**config.mk**
```make
export PLATFORM = sky130hd
export DESIGN_NAME = kirsch_compass_seq
export DESIGN_NICKNAME = d
export VERILOG_FILES = /design/src/rtl/kirsch_pkg.sv /design/src/rtl/kirsch_dir_unit.sv /design/src/rtl/kirsch_compass_seq.sv
export SDC_FILE = /design/constraint.sdc
export NUM_CORES = 1
export LEC_CHECK = 0
export CORE_MARGIN = 8
export CORE_UTILIZATION = 43
export DETAILED_ROUTE_END_ITERATION = 6
export HOLD_SLACK_MARGIN = 0.02
export MAX_ROUTING_LAYER = met4
export SKIP_LAST_GASP = 1
export SYNTH_ARGS = -nofsm -noshare
export SYNTH_HDL_FRONTEND = slang
export SYNTH_SLANG_ARGS = --single-unit
```
**constraint.sdc**
```tcl
create_clock -name clk -period 11.15 [get_ports clk]
set_clock_uncertainty 0.1 [all_clocks]
set_input_delay 2.23 -clock clk [delete_from_list [all_inputs] [get_ports clk]]
set_output_delay 2.23 -clock clk [all_outputs]
set_load 0.02 [all_outputs]
```
**src/rtl/kirsch_pkg.sv**
```systemverilog
// Shared types and constants for the sequential Kirsch compass operator.
package kirsch_pkg;

  localparam int unsigned PIX_W_DEF = 8;

  localparam int unsigned W_POS = 5;
  localparam int unsigned W_NEG = 3;

  typedef enum logic [2:0] {
    DIR_N, DIR_NE, DIR_E, DIR_SE, DIR_S, DIR_SW, DIR_W, DIR_NW
  } dir_e;

  typedef enum logic [1:0] {
    ST_IDLE,
    ST_RUN,
    ST_DONE
  } state_e;

  // Ring position (clockwise from top-left) -> slot in the raster-ordered
  // pixel vector {p1,p2,p3,p4,p6,p7,p8,p9} (slot 0 = p1).
  localparam logic [2:0] RING_SLOT [8] = '{3'd0, 3'd1, 3'd2, 3'd4,
                                           3'd7, 3'd6, 3'd5, 3'd3};

endpackage

```
**src/rtl/kirsch_dir_unit.sv**
```systemverilog
// Single Kirsch compass direction: ring mux, weighted sums, clamp to PIX_W.
module kirsch_dir_unit
  import kirsch_pkg::*;
#(
  parameter int unsigned PIX_W = PIX_W_DEF
) (
  input  logic [7:0][PIX_W-1:0] i_pix,
  input  dir_e                  i_dir,
  output logic [PIX_W-1:0]      o_mag
);

  logic [PIX_W+1:0] w_sum_pos;
  logic [PIX_W+2:0] w_sum_neg;
  logic [PIX_W+4:0] w_r;

  // Split the ring into the three +5 pixels and the five -3 pixels.
  always_comb begin
    logic [2:0] rel;
    w_sum_pos = '0;
    w_sum_neg = '0;
    for (int unsigned i = 0; i < 8; i++) begin
      rel = 3'(i) - i_dir;
      if (rel < 3'd3)
        w_sum_pos = w_sum_pos + (PIX_W+2)'(i_pix[RING_SLOT[i]]);
      else
        w_sum_neg = w_sum_neg + (PIX_W+3)'(i_pix[RING_SLOT[i]]);
    end
  end

  // 5A - 3B in two's complement, then clamp to [0, 2^PIX_W-1].
  always_comb begin
    w_r = (PIX_W+5)'(w_sum_pos) * (PIX_W+5)'(W_POS)
        - (PIX_W+5)'(w_sum_neg) * (PIX_W+5)'(W_NEG);
    if (w_r[PIX_W+4])
      o_mag = '0;
    else if (w_r[PIX_W+3:PIX_W] != '0)
      o_mag = '1;
    else
      o_mag = w_r[PIX_W-1:0];
  end

endmodule

```
**src/rtl/kirsch_compass_seq.sv**
```systemverilog
// Time-multiplexed Kirsch compass: one direction per clock, running maximum.
module kirsch_compass_seq
  import kirsch_pkg::*;
#(
  parameter int unsigned PIX_W = PIX_W_DEF
) (
  input  logic             clk,
  input  logic             rst_n,
  input  logic             in_valid,
  output logic             in_ready,
  input  logic [PIX_W-1:0] p1,
  input  logic [PIX_W-1:0] p2,
  input  logic [PIX_W-1:0] p3,
  input  logic [PIX_W-1:0] p4,
  input  logic [PIX_W-1:0] p6,
  input  logic [PIX_W-1:0] p7,
  input  logic [PIX_W-1:0] p8,
  input  logic [PIX_W-1:0] p9,
  input  logic [7:0]       cfg_dir_mask,
  output logic             out_valid,
  input  logic             out_ready,
  output logic [PIX_W-1:0] out_mag,
  output logic [2:0]       out_dir,
  output logic             busy
);

  localparam logic [3:0] CNT_LAST = 4'd8;

  state_e                r_state, w_state_nxt;
  logic [7:0][PIX_W-1:0] r_pix;
  logic [7:0]            r_mask;
  logic [3:0]            r_cnt;
  logic [PIX_W-1:0]      r_cand_mag;
  logic [2:0]            r_cand_dir;
  logic                  r_cand_vld;
  logic [PIX_W-1:0]      r_best_mag;
  logic [2:0]            r_best_dir;
  logic [PIX_W-1:0]      r_out_mag;
  logic [2:0]            r_out_dir;

  logic [PIX_W-1:0]      w_dir_mag;
  logic                  w_accept;
  logic                  w_take;
  logic [PIX_W-1:0]      w_best_mag;
  logic [2:0]            w_best_dir;

  kirsch_dir_unit #(.PIX_W(PIX_W)) u_dir (
    .i_pix (r_pix),
    .i_dir (dir_e'(r_cnt[2:0])),
    .o_mag (w_dir_mag)
  );

  // Handshake decode and max-tracker merge of the registered candidate.
  always_comb begin
    in_ready   = rst_n && ((r_state == ST_IDLE) || ((r_state == ST_DONE) && out_ready));
    w_accept   = in_ready && in_valid;
    out_valid  = (r_state == ST_DONE);
    busy       = (r_state == ST_RUN);
    out_mag    = r_out_mag;
    out_dir    = r_out_dir;
    w_take     = r_cand_vld && (r_cand_mag > r_best_mag);
    w_best_mag = w_take ? r_cand_mag : r_best_mag;
    w_best_dir = w_take ? r_cand_dir : r_best_dir;
  end

  // Next-state logic.
  always_comb begin
    w_state_nxt = r_state;
    unique case (r_state)
      ST_IDLE: if (in_valid) w_state_nxt = ST_RUN;
      ST_RUN:  if (r_cnt == CNT_LAST) w_state_nxt = ST_DONE;
      ST_DONE: if (out_ready) w_state_nxt = in_valid ? ST_RUN : ST_IDLE;
      default: w_state_nxt = ST_IDLE;
    endcase
  end

  // State, window latch, candidate register and max tracker.
  // The direction result is registered before the compare, so RUN spends one
  // extra cycle (cnt==8) merging direction 7 and loading the outputs.
  always_ff @(posedge clk) begin
    if (!rst_n) begin
      r_state    <= ST_IDLE;
      r_pix      <= '0;
      r_mask     <= '0;
      r_cnt      <= '0;
      r_cand_mag <= '0;
      r_cand_dir <= '0;
      r_cand_vld <= 1'b0;
      r_best_mag <= '0;
      r_best_dir <= '0;
      r_out_mag  <= '0;
      r_out_dir  <= '0;
    end else begin
      r_state <= w_state_nxt;
      if (w_accept) begin
        r_pix      <= {p9, p8, p7, p6, p4, p3, p2, p1};
        r_mask     <= cfg_dir_mask;
        r_cnt      <= '0;
        r_cand_vld <= 1'b0;
        r_best_mag <= '0;
        r_best_dir <= '0;
      end else if (r_state == ST_RUN) begin
        r_cand_mag <= w_dir_mag;
        r_cand_dir <= r_cnt[2:0];
        r_cand_vld <= (r_cnt < CNT_LAST) && r_mask[r_cnt[2:0]];
        r_best_mag <= w_best_mag;
        r_best_dir <= w_best_dir;
        if (r_cnt != CNT_LAST)
          r_cnt <= r_cnt + 4'd1;
        else begin
          r_out_mag <= w_best_mag;
          r_out_dir <= w_best_dir;
        end
      end
    end
  end

endmodule

```
==> results.txt <==
----------------------------------------------------
[Critical path]
  Cell mode on critical path ... ha_4
  Endpoint type of the worst setup path ... flip-flop
  Crit path max fanout ... 8
  Delay-heaviest family, CP ... adder cells
  Slowest-stage cell, CP ... fa_1
  Data required time of the worst path ... between 10 and 15 ns
  Data arrival time of the worst path ... about 11 ns
  Critical Path Source ... r_cnt[1]
  Startpoint type of the worst setup path ... flip-flop
  R2R Path Start ... r_cnt[1]
  Type of the worst setup path ... reg -> reg
  Largest incremental delay on the critical path ... roughly 0.52 ns
  R2R setup slack ... approximately 0.13 ns
  Critical path buffers and inverters ... 6

[Global route]
  Aggregate global-route resource usage ... 20.4%
  Antenna violations before repair ... 0
  Pin count of the biggest net entering global routing ... a little under 100
  Via count of the first global-routing pass ... about 11k
  Wire length of the first global-routing pass ... 54.9 mm
  Total congestion overflow ... 0

[Detailed routing]
  Number of optimization iterations in the first detailed-route pass ... 4
  Avg Vias per Cell ... between 5 and 6
  # DRC ... 0
  WL per Instance ... 15.6 um
  Number of vias after detailed routing ... roughly 12k
  Total wirelength of the detailed-routed design ... ~34 mm
  Antenna violation net count after detailed routing ... 0
  DRC violation total after the first TritonRoute iteration ... slightly above 500

[Floorplan]
  Horizontal die dimension ... around 180 um
  Effective utilization at floorplan ... between 40% and 50%
  Die Height ... 183 um
  DIE AREA ... approximately 33000 sq um
  Number of cell rows ... between 60 and 70
  Top Ports ... 90
  Floorplan core area ... 27600 sq um

[Yosys]
  Area share of xor/xnor cells in the synthesized design ... roughly 7.4%
  Most used DFF post-synth ... dfxtp_1
  Average instance area after synthesis ... 7.74 sq um
  Ranking of synthesized cells by area ... dfxtp_1 (19%), ha_1 (16%), nand2_1 (7.4%)
  Dominant combinational cell family by area after synthesis ... compound AO/OA/AOI/OAI gates
  Number of synthesized register bits ... ~110
  Synth async-reset ratio ... 0%
  Mux contribution to synthesized area ... under 10%
  Total standard cell area after synthesis ... around 12000 sq um
  Synthesized netlist cell count ... 1544
  Largest area contributor in the netlist ... dfxtp_1
  Share of synthesized cell area in full adder, half adder and majority cells ... a little over a fifth
  Number of synthesized flops with an enable pin ... 0
  Compound-cell area share of the yosys netlist ... 23.5%
  Synth Area in Simple Gates ... 16.9%
  Synthesis warning total ... 0
  Share of the yosys chip area belonging to registers ... 18.8%
  Area share of the leading cell type in the synthesized netlist ... a little under a fifth
  Count of different cell masters after synthesis ... between 70 and 80
  Synth Net Count ... 1803

[Pwr]
  Post-layout total power ... about 4.5 mW
  Power per cell area ... ~280 nW/um^2
  Largest vdd supply drop ... ~0.00046 V
  Standby leakage power ... around 7.1 nW

[Timing]
  Worst-Margin Slew ... about 1.1 ns
  Highest clock rate ... just over 90 MHz
  Final critical-path share of the clock period ... approximately 99%
  Setup Viol. Count Final ... 0
  Final slew viol count ... 0
  Final critical delay including setup and external delays ... ~11 ns
  Setup repair after global routing missed its margin ... yes
  Final hold violation count ... 0
  Headroom to the max-slew limit ... 29.0%

[CTS]
  Clock Tree Root ... clkbuf_16
  Maximum level of the CTS H-tree ... 3
  CTS tree ... done
  TritonCTS Buffers ... 9
  Clock slew at the register clock pins of the worst setup and hold paths ... about 0.10 ns
  Number of buffers between clock root and the deepest sink ... 2
  Total clock sinks ... approximately 110
  Skew-Pair Late Insertion Delay ... between 0.3 and 0.4 ns
  CTS Hold Bufs ... 0

[Place]
  Port bufs ... 89
  Routability congestion estimate ... approximately 0.9
  Dpl hpwl ... roughly 25 mm

[Status]
  Result of the run ... complete, no violations

[Cells and area]
  Fraction of layout instances using a drive strength above 1 ... 26.9%
  Post-layout net count ... 2068
  Filler cell count ... 2470
  P&R area growth vs syn ... 36.3%
  Final core occ ... between 50% and 60%
  Antenna cell count ... 0
  Multi-input logic area ... 10200 sq um
  Area occupied by registers ... approximately 2200 sq um

[Min path]
  Hold Path Origin ... r_mask[6]
  Kind of path behind the tightest hold check ... reg -> reg

[Flow run]
  Number of violations of the max-capacitance limit ... 0

----------------------------------------------------
## report_power, final
part / internal (mW) / switching, mW / leakage (nW) / total [mW]
logic: 1.94 / 1.75 / 6.03 / 3.70
registers: 0.422 / 0.0276 / 0.915 / 0.450
clock network: 0.166 / 0.198 / 0.154 / 0.364
total: 2.53 / 1.98 / 7.10 / 4.51
## through the flow
step           cell area, sq um  setup TNS (ns)  setup WS [ns]  std cells  hold slack (ns)
2_1_floorplan             12000               0         0.0358       1544            0.333
3_3_place_gp              14200           -1.48         -0.206       2099            0.342
3_5_place_dp              14200           -3.04         -0.404       2099            0.347
4_1_cts                   15400               0        0.00377       2172            0.358
5_1_grt                   16300           -2.55         -0.368       2192            0.385
6_report                  16300               0          0.128       2192            0.356
## synthesized netlist by cell type (5+ instances only)
cell type	instances
nor3b_1	5
nand2b_1	11
a221oi_1	8
inv_1	118
o211ai_1	8
o21bai_1	23
ha_1	151
nor3_1	16
o21ai_1	8
dfxtp_1	112
a21o_1	36
fa_1	32
nand4_1	6
nor2b_1	25
xor2_1	19
a211oi_1	19
o21a_1	32
and3_1	9
mux2_2	26
nand3_1	8
xnor2_1	74
o31ai_1	9
or2_2	7
a31oi_1	13
nand2_1	236
o21ai_0	69
clkbuf_1	45
a21oi_1	170
nor2_1	114
o31a_1	7
mux2_4	5
a21oi_2	5
mux2i_1	33
and2_1	13
## sequential cells by signal, summed over array words and instances, names as in the netlist
name	cells
r_pix	64
out_mag	8
r_best_mag	8
r_cand_mag	8
r_mask	8
r_cnt	4
out_dir	3
r_best_dir	3
r_cand_dir	3
r_state	2
r_cand_vld	1
## logic make-up after synthesis
logic type | count (synthesis)
AND/OR/NAND/NOR | 462
flip-flops | 112
multiplexers | 68
buffers and inverters | 177
XOR/XNOR | 96
adder cells (fa/ha/maj) | 184
AO/OA/AOI/OAI | 445
## path summary, 6_finish.rpt
kind         cells after the start       endpoint
max reg2reg                     56  r_cand_mag[1]
max                             56  r_cand_mag[1]
min reg2reg                      2      r_mask[6]
min                              2      r_mask[6]
## cell type report
class                   count  share of cell area, %
multi-input cells        1255                   62.8
clock inverters             7                  0.576
well taps                 378                   2.90
flip-flops and latches    112                   13.8
repair buffers            310                   15.7
clock buffers               9                   1.38
inverters                 121                   2.80
## repair_timing
| item | 4_1_cts | 5_1_grt |
|---|---|---|
| endpoints found under the setup margin | 8 | 8 |
| cloned | 0 | 0 |
| pin swaps | 38 | 86 |
| buffers inserted | 57 | 22 |
| gates resized for setup | 91 | 142 |
## cells in the final DEF (no fill, tap or decap), types with 12 or more instances in the layout
master and instances:
nor2b_1 21, nor2_1 110, nand2_1 232, clkdlybuf4s50_1 89, fa_1 27, a21o_1 36, mux2i_1 33, o21a_1 31
xnor2_1 64, ha_4 37, ha_1 112, inv_1 107, mux2_2 23, o21ai_0 41, dfxtp_1 110, buf_4 217
o21bai_1 21, inv_2 12, o21ai_2 13, a21oi_1 135, xor2_1 17, a211oi_1 12, o21ai_1 21, a21oi_2 38
## layer usage
layer,vias up,share of wire [%],GRT usage [%]
met3,45,3.6,3.04
met5,-,0,-
met2,199,46,32.8
li1,5877,-,-
met1,5403,49,26.7
met4,0,1.8,4.62
## worst min-delay path, stage by stage (launching register included)
cell     delay [ns]
dfxtp_1        0.31
nand2_1        0.05
a21oi_1        0.05
Note: power is estimated with default switching activity, not from simulation.
